[config.mk]
export PLATFORM = sky130hd
export DESIGN_NAME = rate_sequencer_flat
export DESIGN_NICKNAME = d
export VERILOG_FILES = /design/src/rtl/rate_sequencer_pkg.sv /design/src/rtl/rate_sequencer_if.sv /design/src/rtl/rate_sequencer_div_core.sv /design/src/rtl/rate_sequencer.sv /design/src/flat_wrapper.sv
export SDC_FILE = /design/constraint.sdc
export NUM_CORES = 1
export LEC_CHECK = 0
export BUFFER_PORTS_ARGS = -buffer_cell sky130_fd_sc_hd__clkbuf_2
export CAP_MARGIN = 20
export CORE_AREA = 2 2 108 110
export CTS_CLUSTER_DIAMETER = 30
export CTS_CLUSTER_SIZE = 40
export DETAILED_ROUTE_END_ITERATION = 10
export DIE_AREA = 0 0 110 112
export PLACE_DENSITY = 0.91
export SYNTH_ARGS = -nofsm -noshare
export SYNTH_HDL_FRONTEND = slang
export SYNTH_SLANG_ARGS = --single-unit
[constraint.sdc]
create_clock -name clk_i -period 8.65 [get_ports clk_i]
set_input_delay 0.4325 -clock clk_i [delete_from_list [all_inputs] [get_ports clk_i]]
set_output_delay 0.4325 -clock clk_i [all_outputs]
set_load 0.02 [all_outputs]
[src/rtl/rate_sequencer_pkg.sv]
`default_nettype none
// +----------------------------------------------------------------------------+
// | Module   : rate_sequencer_pkg                                              |
// | Purpose  : Shared encodings for the rate sequencer: FSM state codes and    |
// |            the start-mode selector values.                                 |
// | Revision : 1.0 - initial release                                           |
// +----------------------------------------------------------------------------+
package rate_sequencer_pkg;

  localparam int STATE_W = 2;
  typedef logic [STATE_W-1:0] state_t;

  localparam state_t S_IDLE  = 2'd0;
  localparam state_t S_RUN   = 2'd1;
  localparam state_t S_BURST = 2'd2;
  localparam state_t S_DONE  = 2'd3;

  localparam logic MODE_CONT  = 1'b0;
  localparam logic MODE_BURST = 1'b1;

endpackage
`default_nettype wire

[src/rtl/rate_sequencer_if.sv]
`default_nettype none
// +----------------------------------------------------------------------------+
// | Module   : rate_sequencer_if                                               |
// | Purpose  : Configuration handshake bundle for the rate sequencer.          |
// |            cfg_valid_i / cfg_half_i offer a new half-period, cfg_ready_o   |
// |            grants it (transfer = valid & ready).                           |
// | Ports    : master - config producer, slave - rate_sequencer.               |
// | Revision : 1.0 - initial release                                           |
// +----------------------------------------------------------------------------+
interface rate_sequencer_if #(
  parameter int CNT_W = 32
) ();

  logic             cfg_valid_i;
  logic [CNT_W-1:0] cfg_half_i;
  logic             cfg_ready_o;

  modport master (
    output cfg_valid_i,
    output cfg_half_i,
    input  cfg_ready_o
  );

  modport slave (
    input  cfg_valid_i,
    input  cfg_half_i,
    output cfg_ready_o
  );

endinterface
`default_nettype wire

[src/rtl/rate_sequencer_div_core.sv]
`default_nettype none
// +----------------------------------------------------------------------------+
// | Module   : div_core                                                        |
// | Purpose  : Terminal-count divider. Counts 0..half_i-1 while enabled,       |
// |            flags the last count on tc_o and toggles phase_o there.         |
// | Ports    : clk_i, rst_i (async, active-high), clr_i (clears count and      |
// |            phase), en_i (count enable), half_i (period length, >= 1),      |
// |            tc_o (combinational terminal count), phase_o (square wave).     |
// | Revision : 1.0 - initial release                                           |
// +----------------------------------------------------------------------------+
module div_core
  import rate_sequencer_pkg::*;
#(
  parameter int CNT_W = 32
) (
  input  logic             clk_i,
  input  logic             rst_i,
  input  logic             clr_i,
  input  logic             en_i,
  input  logic [CNT_W-1:0] half_i,
  output logic             tc_o,
  output logic             phase_o
);

  logic [CNT_W-1:0] r_cnt;
  logic             r_phase;
  logic             w_tc;

  assign w_tc    = en_i && (r_cnt == (half_i - CNT_W'(1)));
  assign tc_o    = w_tc;
  assign phase_o = r_phase;

  always_ff @(posedge clk_i or posedge rst_i) begin
    if (rst_i) begin
      r_cnt   <= '0;
      r_phase <= 1'b0;
    end else if (clr_i) begin
      r_cnt   <= '0;
      r_phase <= 1'b0;
    end else if (w_tc) begin
      r_cnt   <= '0;
      r_phase <= ~r_phase;
    end else if (en_i) begin
      r_cnt   <= r_cnt + CNT_W'(1);
    end else begin
      // Parked at zero so a start always begins a fresh period.
      r_cnt   <= '0;
    end
  end

endmodule
`default_nettype wire

[src/rtl/rate_sequencer.sv]
`default_nettype none
// +----------------------------------------------------------------------------+
// | Module   : rate_sequencer                                                  |
// | Purpose  : Run-time controller for the divide-by-N timebase. Sequences     |
// |            continuous runs and finite bursts, produces a 1-cycle tick and  |
// |            a 50% square wave, and swaps the half-period glitch-free at a   |
// |            period boundary via a valid/ready handshake.                    |
// | Ports    : clk_i, rst_i (async, active-high), start_i, stop_i, mode_i,     |
// |            burst_len_i, cfg (slave: cfg_valid_i, cfg_half_i, cfg_ready_o), |
// |            tick_o, phase_o, busy_o, done_o, half_o.                        |
// | Revision : 1.0 - initial release                                           |
// +----------------------------------------------------------------------------+
module rate_sequencer
  import rate_sequencer_pkg::*;
#(
  parameter int          CNT_W    = 32,
  parameter int unsigned DEF_HALF = 2500000,
  parameter int          BURST_W  = 8
) (
  input  logic               clk_i,
  input  logic               rst_i,
  input  logic               start_i,
  input  logic               stop_i,
  input  logic               mode_i,
  input  logic [BURST_W-1:0] burst_len_i,
  rate_sequencer_if.slave    cfg,
  output logic               tick_o,
  output logic               phase_o,
  output logic               busy_o,
  output logic               done_o,
  output logic [CNT_W-1:0]   half_o
);

  function automatic logic [CNT_W-1:0] half_sat(input logic [CNT_W-1:0] v);
    return (v == '0) ? CNT_W'(1) : v;
  endfunction

  state_t             r_state;
  logic               r_tick;
  logic               r_busy;
  logic               r_done;
  logic [CNT_W-1:0]   r_half;
  logic [CNT_W-1:0]   r_pend;
  logic               r_pend_v;
  logic [BURST_W-1:0] r_bcnt;
  logic [BURST_W-1:0] r_blen;

  logic               w_running;
  logic               w_stop;
  logic               w_bfin;
  logic               w_en;
  logic               w_tc;
  logic               w_cfg_acc;
  logic [CNT_W-1:0]   w_cfg_val;
  logic [BURST_W-1:0] w_bcnt_nxt;

  assign w_running  = (r_state == S_RUN) || (r_state == S_BURST);
  assign w_stop     = w_running && stop_i;
  assign w_bcnt_nxt = r_bcnt + BURST_W'(1);
  // The burst ends on the edge that sees its last tick pulse; stop outranks it.
  assign w_bfin     = (r_state == S_BURST) && r_tick && !stop_i && (w_bcnt_nxt == r_blen);
  // Counting halts on the leaving edge so no tick is issued there.
  assign w_en       = w_running && !stop_i && !w_bfin;
  assign w_cfg_acc  = cfg.cfg_valid_i && !r_pend_v;
  assign w_cfg_val  = half_sat(cfg.cfg_half_i);

  div_core #(
    .CNT_W (CNT_W)
  ) u_div_core (
    .clk_i   (clk_i),
    .rst_i   (rst_i),
    .clr_i   (w_stop),
    .en_i    (w_en),
    .half_i  (r_half),
    .tc_o    (w_tc),
    .phase_o (phase_o)
  );

  always_ff @(posedge clk_i or posedge rst_i) begin
    if (rst_i) begin
      r_state <= S_IDLE;
      r_tick  <= 1'b0;
      r_busy  <= 1'b0;
      r_done  <= 1'b0;
      r_bcnt  <= '0;
      r_blen  <= '0;
    end else begin
      r_tick <= w_tc;
      r_done <= 1'b0;
      case (r_state)
        S_IDLE: begin
          if (start_i) begin
            r_bcnt <= '0;
            r_blen <= burst_len_i;
            case (mode_i)
              MODE_CONT: begin
                r_state <= S_RUN;
                r_busy  <= 1'b1;
              end
              MODE_BURST: begin
                if (burst_len_i == '0) begin
                  r_state <= S_DONE;
                  r_done  <= 1'b1;
                end else begin
                  r_state <= S_BURST;
                  r_busy  <= 1'b1;
                end
              end
            endcase
          end
        end
        S_RUN: begin
          if (stop_i) begin
            r_state <= S_IDLE;
            r_busy  <= 1'b0;
          end
        end
        S_BURST: begin
          if (stop_i) begin
            r_state <= S_IDLE;
            r_busy  <= 1'b0;
            r_bcnt  <= '0;
          end else if (r_tick) begin
            r_bcnt <= w_bcnt_nxt;
            if (w_bfin) begin
              r_state <= S_DONE;
              r_busy  <= 1'b0;
              r_done  <= 1'b1;
            end
          end
        end
        S_DONE: begin
          r_state <= S_IDLE;
        end
        default: begin
          r_state <= S_IDLE;
          r_busy  <= 1'b0;
        end
      endcase
    end
  end

  // Config path: direct load while stopped, otherwise staged in pend and
  // swapped in on a terminal count so the running period keeps its ratio.
  // Leaving the running states flushes a staged value straight into half.
  always_ff @(posedge clk_i or posedge rst_i) begin
    if (rst_i) begin
      r_half   <= CNT_W'(DEF_HALF);
      r_pend   <= '0;
      r_pend_v <= 1'b0;
    end else if (!w_running || w_stop || w_bfin) begin
      if (w_cfg_acc) begin
        r_half <= w_cfg_val;
      end else if (r_pend_v) begin
        r_half   <= r_pend;
        r_pend_v <= 1'b0;
      end
    end else if (w_tc && r_pend_v) begin
      r_half   <= r_pend;
      r_pend_v <= 1'b0;
    end else if (w_cfg_acc) begin
      r_pend   <= w_cfg_val;
      r_pend_v <= 1'b1;
    end
  end

  assign cfg.cfg_ready_o = !r_pend_v;
  assign tick_o          = r_tick;
  assign busy_o          = r_busy;
  assign done_o          = r_done;
  assign half_o          = r_half;

endmodule
`default_nettype wire

[src/flat_wrapper.sv]
// flat-port wrapper written by rule: the top's interface ports become plain ports
module rate_sequencer_flat import rate_sequencer_pkg::*;
#(
  parameter int          CNT_W    = 32,
  parameter int unsigned DEF_HALF = 2500000,
  parameter int          BURST_W  = 8
)
  (clk_i, rst_i, start_i, stop_i, mode_i, burst_len_i, tick_o, phase_o, busy_o, done_o, half_o, cfg_cfg_valid_i, cfg_cfg_half_i, cfg_cfg_ready_o);
  rate_sequencer_if #(.CNT_W(CNT_W)) cfg_i ();
  input  logic clk_i;
  input  logic rst_i;
  input  logic start_i;
  input  logic stop_i;
  input  logic mode_i;
  input  logic [BURST_W-1:0] burst_len_i;
  output logic tick_o;
  output logic phase_o;
  output logic busy_o;
  output logic done_o;
  output logic [CNT_W-1:0] half_o;
  input wire logic [$bits(cfg_i.cfg_valid_i)-1:0] cfg_cfg_valid_i;
  input wire logic [$bits(cfg_i.cfg_half_i)-1:0] cfg_cfg_half_i;
  output wire logic [$bits(cfg_i.cfg_ready_o)-1:0] cfg_cfg_ready_o;
  assign cfg_i.cfg_valid_i = cfg_cfg_valid_i;
  assign cfg_i.cfg_half_i = cfg_cfg_half_i;
  assign cfg_cfg_ready_o = cfg_i.cfg_ready_o;
  rate_sequencer #(.CNT_W(CNT_W), .DEF_HALF(DEF_HALF), .BURST_W(BURST_W)) u_core (.clk_i(clk_i), .rst_i(rst_i), .start_i(start_i), .stop_i(stop_i), .mode_i(mode_i), .burst_len_i(burst_len_i), .cfg(cfg_i), .tick_o(tick_o), .phase_o(phase_o), .busy_o(busy_o), .done_o(done_o), .half_o(half_o));
endmodule
Yosys cells after proc, flatten, opt, wreduce, memory -nomap -nowiden --
Index checks and enable logic that the tools add are counted.
Word-level totals: register bits 119, output and inout port bits 37, logic and storage cells 102, input port bits 46
Operators by class: equality and inequality tests 12, reductions and logical operators 31, add/sub/neg operators 3, muxes and demuxes 41, bitwise gates (word level) 4
Operator list (number):
- two-way mux 32 bit | 8
- adder 32 x 1 -> 32 bit (second input constant) | 1
- == test 32 bit | 1
- zero test 32 bit | 1
- subtractor 32 x 1 -> 32 bit (second input constant) | 1
- two-way mux 8 bit | 3
- two-way mux 1 bit | 19
- one-hot mux 8 bit (2 select lines) | 1
- two-way mux 2 bit | 5
- logical AND 1 bit | 9
- adder 8 x 1 -> 8 bit (second input constant) | 1
- == test 8 bit | 1
- zero test 8 bit | 1
- one-hot mux 2 bit (4 select lines) | 1
- inequality test 2 bit (second input constant) | 3
- inequality test 3 x 2 -> 1 bit (second input constant) | 2
- AND reduction 2 bit | 3
- AND reduction 3 bit | 2
- AND reduction 6 bit | 1
- nonzero test 2 bit | 3
- nonzero test 3 bit | 2
- == test 2 bit (second input constant) | 2
- zero test 1 bit | 4
- NOT 1 bit | 4
- other kinds (9) | 12

Longest topological paths before layout --
depth in word-level cells 10, depth in mapped cells 14, gate-level depth less buffers 11

Modules after synthesis --
Synthesis repeated with hierarchy kept, for this count alone.
Second synthesis, totals: cell total of the unflattened synthesis 846, area, all modules 7702.4 um2
By module, submodules not included:
- rate_sequencer | sequential area each 2162.1 um2, instances 1, area an instance 4705.8 um2, cells each 481
- div_core | sequential area each 825.8 um2, instances 1, area an instance 2996.6 um2, cells each 365

Worst setup path before layout --
OpenSTA, ideal clock, no wires.
path kind register to register, start point register u_core.r_half[12] (netlist: u_core.half_o[12]), end point register u_core.r_half[11] (netlist: u_core.half_o[11]), stages on the path, launching flop included 12, arrival 3.424 ns, data required time 8.525 ns, path buffers 2, setup time 0.125 ns, period minus slack after synthesis 3.549 ns, slack 5.101 ns, cells stage by stage dfrtp_1 > clkbuf_1 > or4_1 > nor4_4 > nand2_2 > o41ai_2 > o211ai_1 > nor4_4 > nand4_4 > a21oi_4 > buf_12 > mux2_4
On the way: word-level cells in the longest chain between the ends 6
RTL lines:
- start: declaration | RTL line rate_sequencer.sv:42 | logic [CNT_W-1:0] r_half;
- start signal: assignment | RTL line rate_sequencer.sv:148 | r_half <= CNT_W'(DEF_HALF);
- start signal: assignment | RTL line rate_sequencer.sv:153 | r_half <= w_cfg_val;
- start signal: assignment | RTL line rate_sequencer.sv:155 | r_half <= r_pend;
- subtractor 32 x 1 -> 32 bit | RTL line rate_sequencer_div_core.sv:29 | assign w_tc = en_i && (r_cnt == (half_i - CNT_W'(1)));
- == test 32 bit | RTL line rate_sequencer_div_core.sv:29
- logical AND 1 bit | RTL line rate_sequencer_div_core.sv:29
- logical AND 1 bit | RTL line rate_sequencer.sv:158 | end else if (w_tc && r_pend_v) begin
- nonzero test 2 bit (no source line)
- AND reduction 2 bit (no source line)
No other way between the ends. A chain may end at the register's enable or synchronous reset.

Worst setup path in the final report --
start point register u_core.r_half[0] (netlist: u_core.half_o[0]), end point register u_core.r_half[29] (netlist: u_core.half_o[29])
Same word-level chain as after synthesis.

==> metrics <==
status=complete, no violations; Layout fillers=724; via count=5578; CTS Sinks=119; post-cts resize count=0; CTS max path bufs=2; Synth Warn #=0; Seq/Total Area, Yosys=0.428; crit path time final=4.13 ns; Pre-antenna DRT Iters=5; I/O pins=83; Yosys reg bits=119; Die Area=0.0123 sq mm; final hold violations=0; vias in the first global route=5851; crit start category=flip-flop; non-filler cells, final=893; Crit path depth=11; achievable clock frequency=0.242 GHz; RSZ-0062 raised after global routing=false; Cells after Synth=656; GRT met1 Usage=0.394; Clk pwr share=0.238; DP Cell Count=861; capturing point of the worst reg2reg path=u_core.half_o[29]; Main synth FF type=dfrtp_1; Net Sw Frac=0.387; Vias/cell=6.25; commonest non-fill, non-tap cell in the layout=dfrtp_1; average wire per standard cell=19.9 um; Worst setup startpoint=u_core.half_o[0]; Netlist cell types=57; reg-to-reg startpoint=u_core.half_o[0]; Reg power frac=0.345; Crit path buffers/inverters=2; depth of the most critical reg-to-reg path=11; Die W=110 um; Critical Path AT=4.42 ns; hold crit path type=input port to async pin; worst vdd ir=0.000319 V; Rows=39; initial antenna violation count=0; GRT overflow=0; CP max stage cell=buf_4; critical path's top delay family=simple AND/OR/NAND/NOR gates; sw power=1120 uW; Yosys top cell by area=dfrtp_1; most frequent cells in the layout=dfrtp_1 (111), clkbuf_2 (82), mux2_2 (71); top cells by area, synth=dfrtp_1 (40%), mux2_2 (11%), xnor2_1 (6.1%); total CTS buffers=17; Final setup viols=0; clock root cell=clkbuf_16; setup_tns=0 ns; largest net degree at the start of global routing=65; Reg2Reg Setup Slack=4.52 ns; worst path required time=8.94 ns; Crit path largest cell delay=0.51 ns; critical path class=flip-flop to flip-flop; Initial Util=0.625; WL final=17.7 mm; M2 GR Usage=0.501; maxcap violations=0; total power=2900 uW; combinational power share=0.417; CTS Hold Bufs=0; post-CTS setup buffers=0; Slew @ Worst Pin=1.03 ns; DR iter-0 viols=489; GRT Total Usage=0.309; layout cells sized above 1=0.312; # H-tree levels=4; Cell Chain, Critical Path=inv_1 -> ha_1 -> nor2b_1 -> and4_1 -> nand2_1 -> or4_1 -> o21ai_0 -> nand4_4 -> a21oi_4 -> buf_4 -> mux2_2; nets=790; synthesized area=0.00698 sq mm; DRC violations left=0; Syn Nets=709; Port-buffer cells=82; first-pass GRT wire length=29.3 mm; CP Max Fanout=32; Die Ht=112 um; Slew Viols, Final=0; Post-DP HPWL=12.1 mm; global routing usage on met3=0.0703; insertion delay to the later sink of the worst-skew pair=0.41 ns; asr flop ratio synth=1.00; Area growth syn-to-layout=15.2%; GRT busiest layer=met2; relative slew slack=0.312; final worst-path cycle share=0.478; Clock transition at path regs=0.06 ns; ant diodes=0; crit path to=u_core.half_o[29]; Pwr Density=360 mW/mm^2; final RePlAce weighted congestion=0.949; synthesized area per cell=10.6 sq um; Layout Skew=0.0106 ns; CTS tree=built; Antenna Nets Post-Route=0; final core occ=0.720; critical path capture point type=flip-flop; post-synth top area share=0.398; LEAKAGE=0.00347 uW; cell internal pwr=1780 uW; core area=0.0112 sq mm; Post-synth EDFFs=0
-- power groups by stage --
stage / clock network, uW / registers [uW] / logic [uW]
floorplan: 0 / 1010 / 862
global placement: 0 / 971 / 1140
detailed placement: 0 / 994 / 1180
CTS: 695 / 991 / 1200
global route: 722 / 1020 / 1290
finish: 689 / 1000 / 1210
-- layout make-up --
cell class,instances,area [sq um],share of cell area
Multi-Input combinational cell,497,3800,0.472
Sequential cell,119,2990,0.372
Clock buffer,21,450,0.0560
Timing Repair Buffer,86,440,0.0548
Tap cell,143,179,0.0222
Clock inverter,11,125,0.0156
Inverter,16,62.6,0.00778
-- Yosys cell counts, types with 3 or more instances --
| cell | n |
|---|---|
| and3_1 | 9 |
| nand3_1 | 25 |
| a21o_1 | 3 |
| nand2_1 | 46 |
| inv_1 | 16 |
| nor2_1 | 68 |
| nor2b_1 | 6 |
| and2_1 | 3 |
| nor3_1 | 15 |
| o31ai_1 | 4 |
| o21ai_0 | 16 |
| dfstp_2 | 8 |
| dfrtp_1 | 111 |
| mux2_2 | 71 |
| ha_1 | 7 |
| nor4b_1 | 3 |
| mux2i_1 | 7 |
| nand4_1 | 10 |
| mux2_4 | 27 |
| xnor2_1 | 49 |
| clkbuf_1 | 20 |
| a31oi_1 | 4 |
| xor2_1 | 39 |
| buf_12 | 3 |
| or3_1 | 7 |
| or4_1 | 9 |
| nor4_1 | 22 |
| o211ai_1 | 4 |
| a21oi_1 | 7 |
-- routing by layer --
layer,vias to the layer above,part of all wire
li1,2507,-
met1,2785,0.41
met2,237,0.50
met3,49,0.059
met4,0,0.031
met5,-,0
-- worst reg2reg max path: stages, from the launching register on --
cell and delay [ns]:
dfrtp_1 0.41, inv_1 0.10, ha_1 0.18, nor2b_1 0.46, and4_1 0.42, nand2_1 0.17
or4_1 0.48, o21ai_0 0.42, nand4_4 0.23, a21oi_4 0.20, buf_4 0.51, mux2_2 0.44
-- per-stage QoR --
stage / setup slack, ns / area [sq um] / hold WS [ns]
after floorplan: 5.07 / 6980 / 0.470
after global placement: 4.70 / 7470 / 0.485
after detailed placement: 4.58 / 7470 / 0.492
after CTS: 4.58 / 8040 / 0.138
after global routing: 4.34 / 8040 / 0.181
final: 4.52 / 8040 / 0.124
-- registers in the layout, indices dropped and copies added (netlist names) --
signal,count
u_core.r_pend_v,1
u_core.r_pend,32
u_core.done_o,1
u_core.r_bcnt,8
u_core.r_blen,8
u_core.u_div_core.r_cnt,32
u_core.tick_o,1
u_core.r_state,2
u_core.half_o,32
u_core.u_div_core.phase_o,1
u_core.busy_o,1
-- worst min-delay path by stage --
stage / slack [ns] / cells past startpoint / from / endpoint
floorplan: 0.47 / 1 / u_core.r_bcnt[7] / u_core.r_bcnt[7]
global placement: 0.48 / 1 / u_core.r_pend[9] / u_core.r_pend[9]
detailed placement: 0.49 / 1 / u_core.r_pend[8] / u_core.r_pend[8]
CTS: 0.14 / 2 / rst_i / u_core.u_div_core.r_cnt[1]
global route: 0.18 / 2 / rst_i / u_core.u_div_core.r_cnt[3]
finish: 0.12 / 2 / rst_i / u_core.r_blen[6]
-- cell families (layout without fill, tap and decap cells) --
group           Yosys count  after routing  share of synthesized area
compound gates           56             56                     0.0570
xor+xnor                 88             88                      0.110
fa+ha+maj                 7              7                     0.0125
buf+inv                  40            134                     0.0287
flops                   119            119                      0.428
mux                     105            105                      0.183
simple gates            241            241                      0.181
Note: power is estimated with default switching activity, not from simulation.
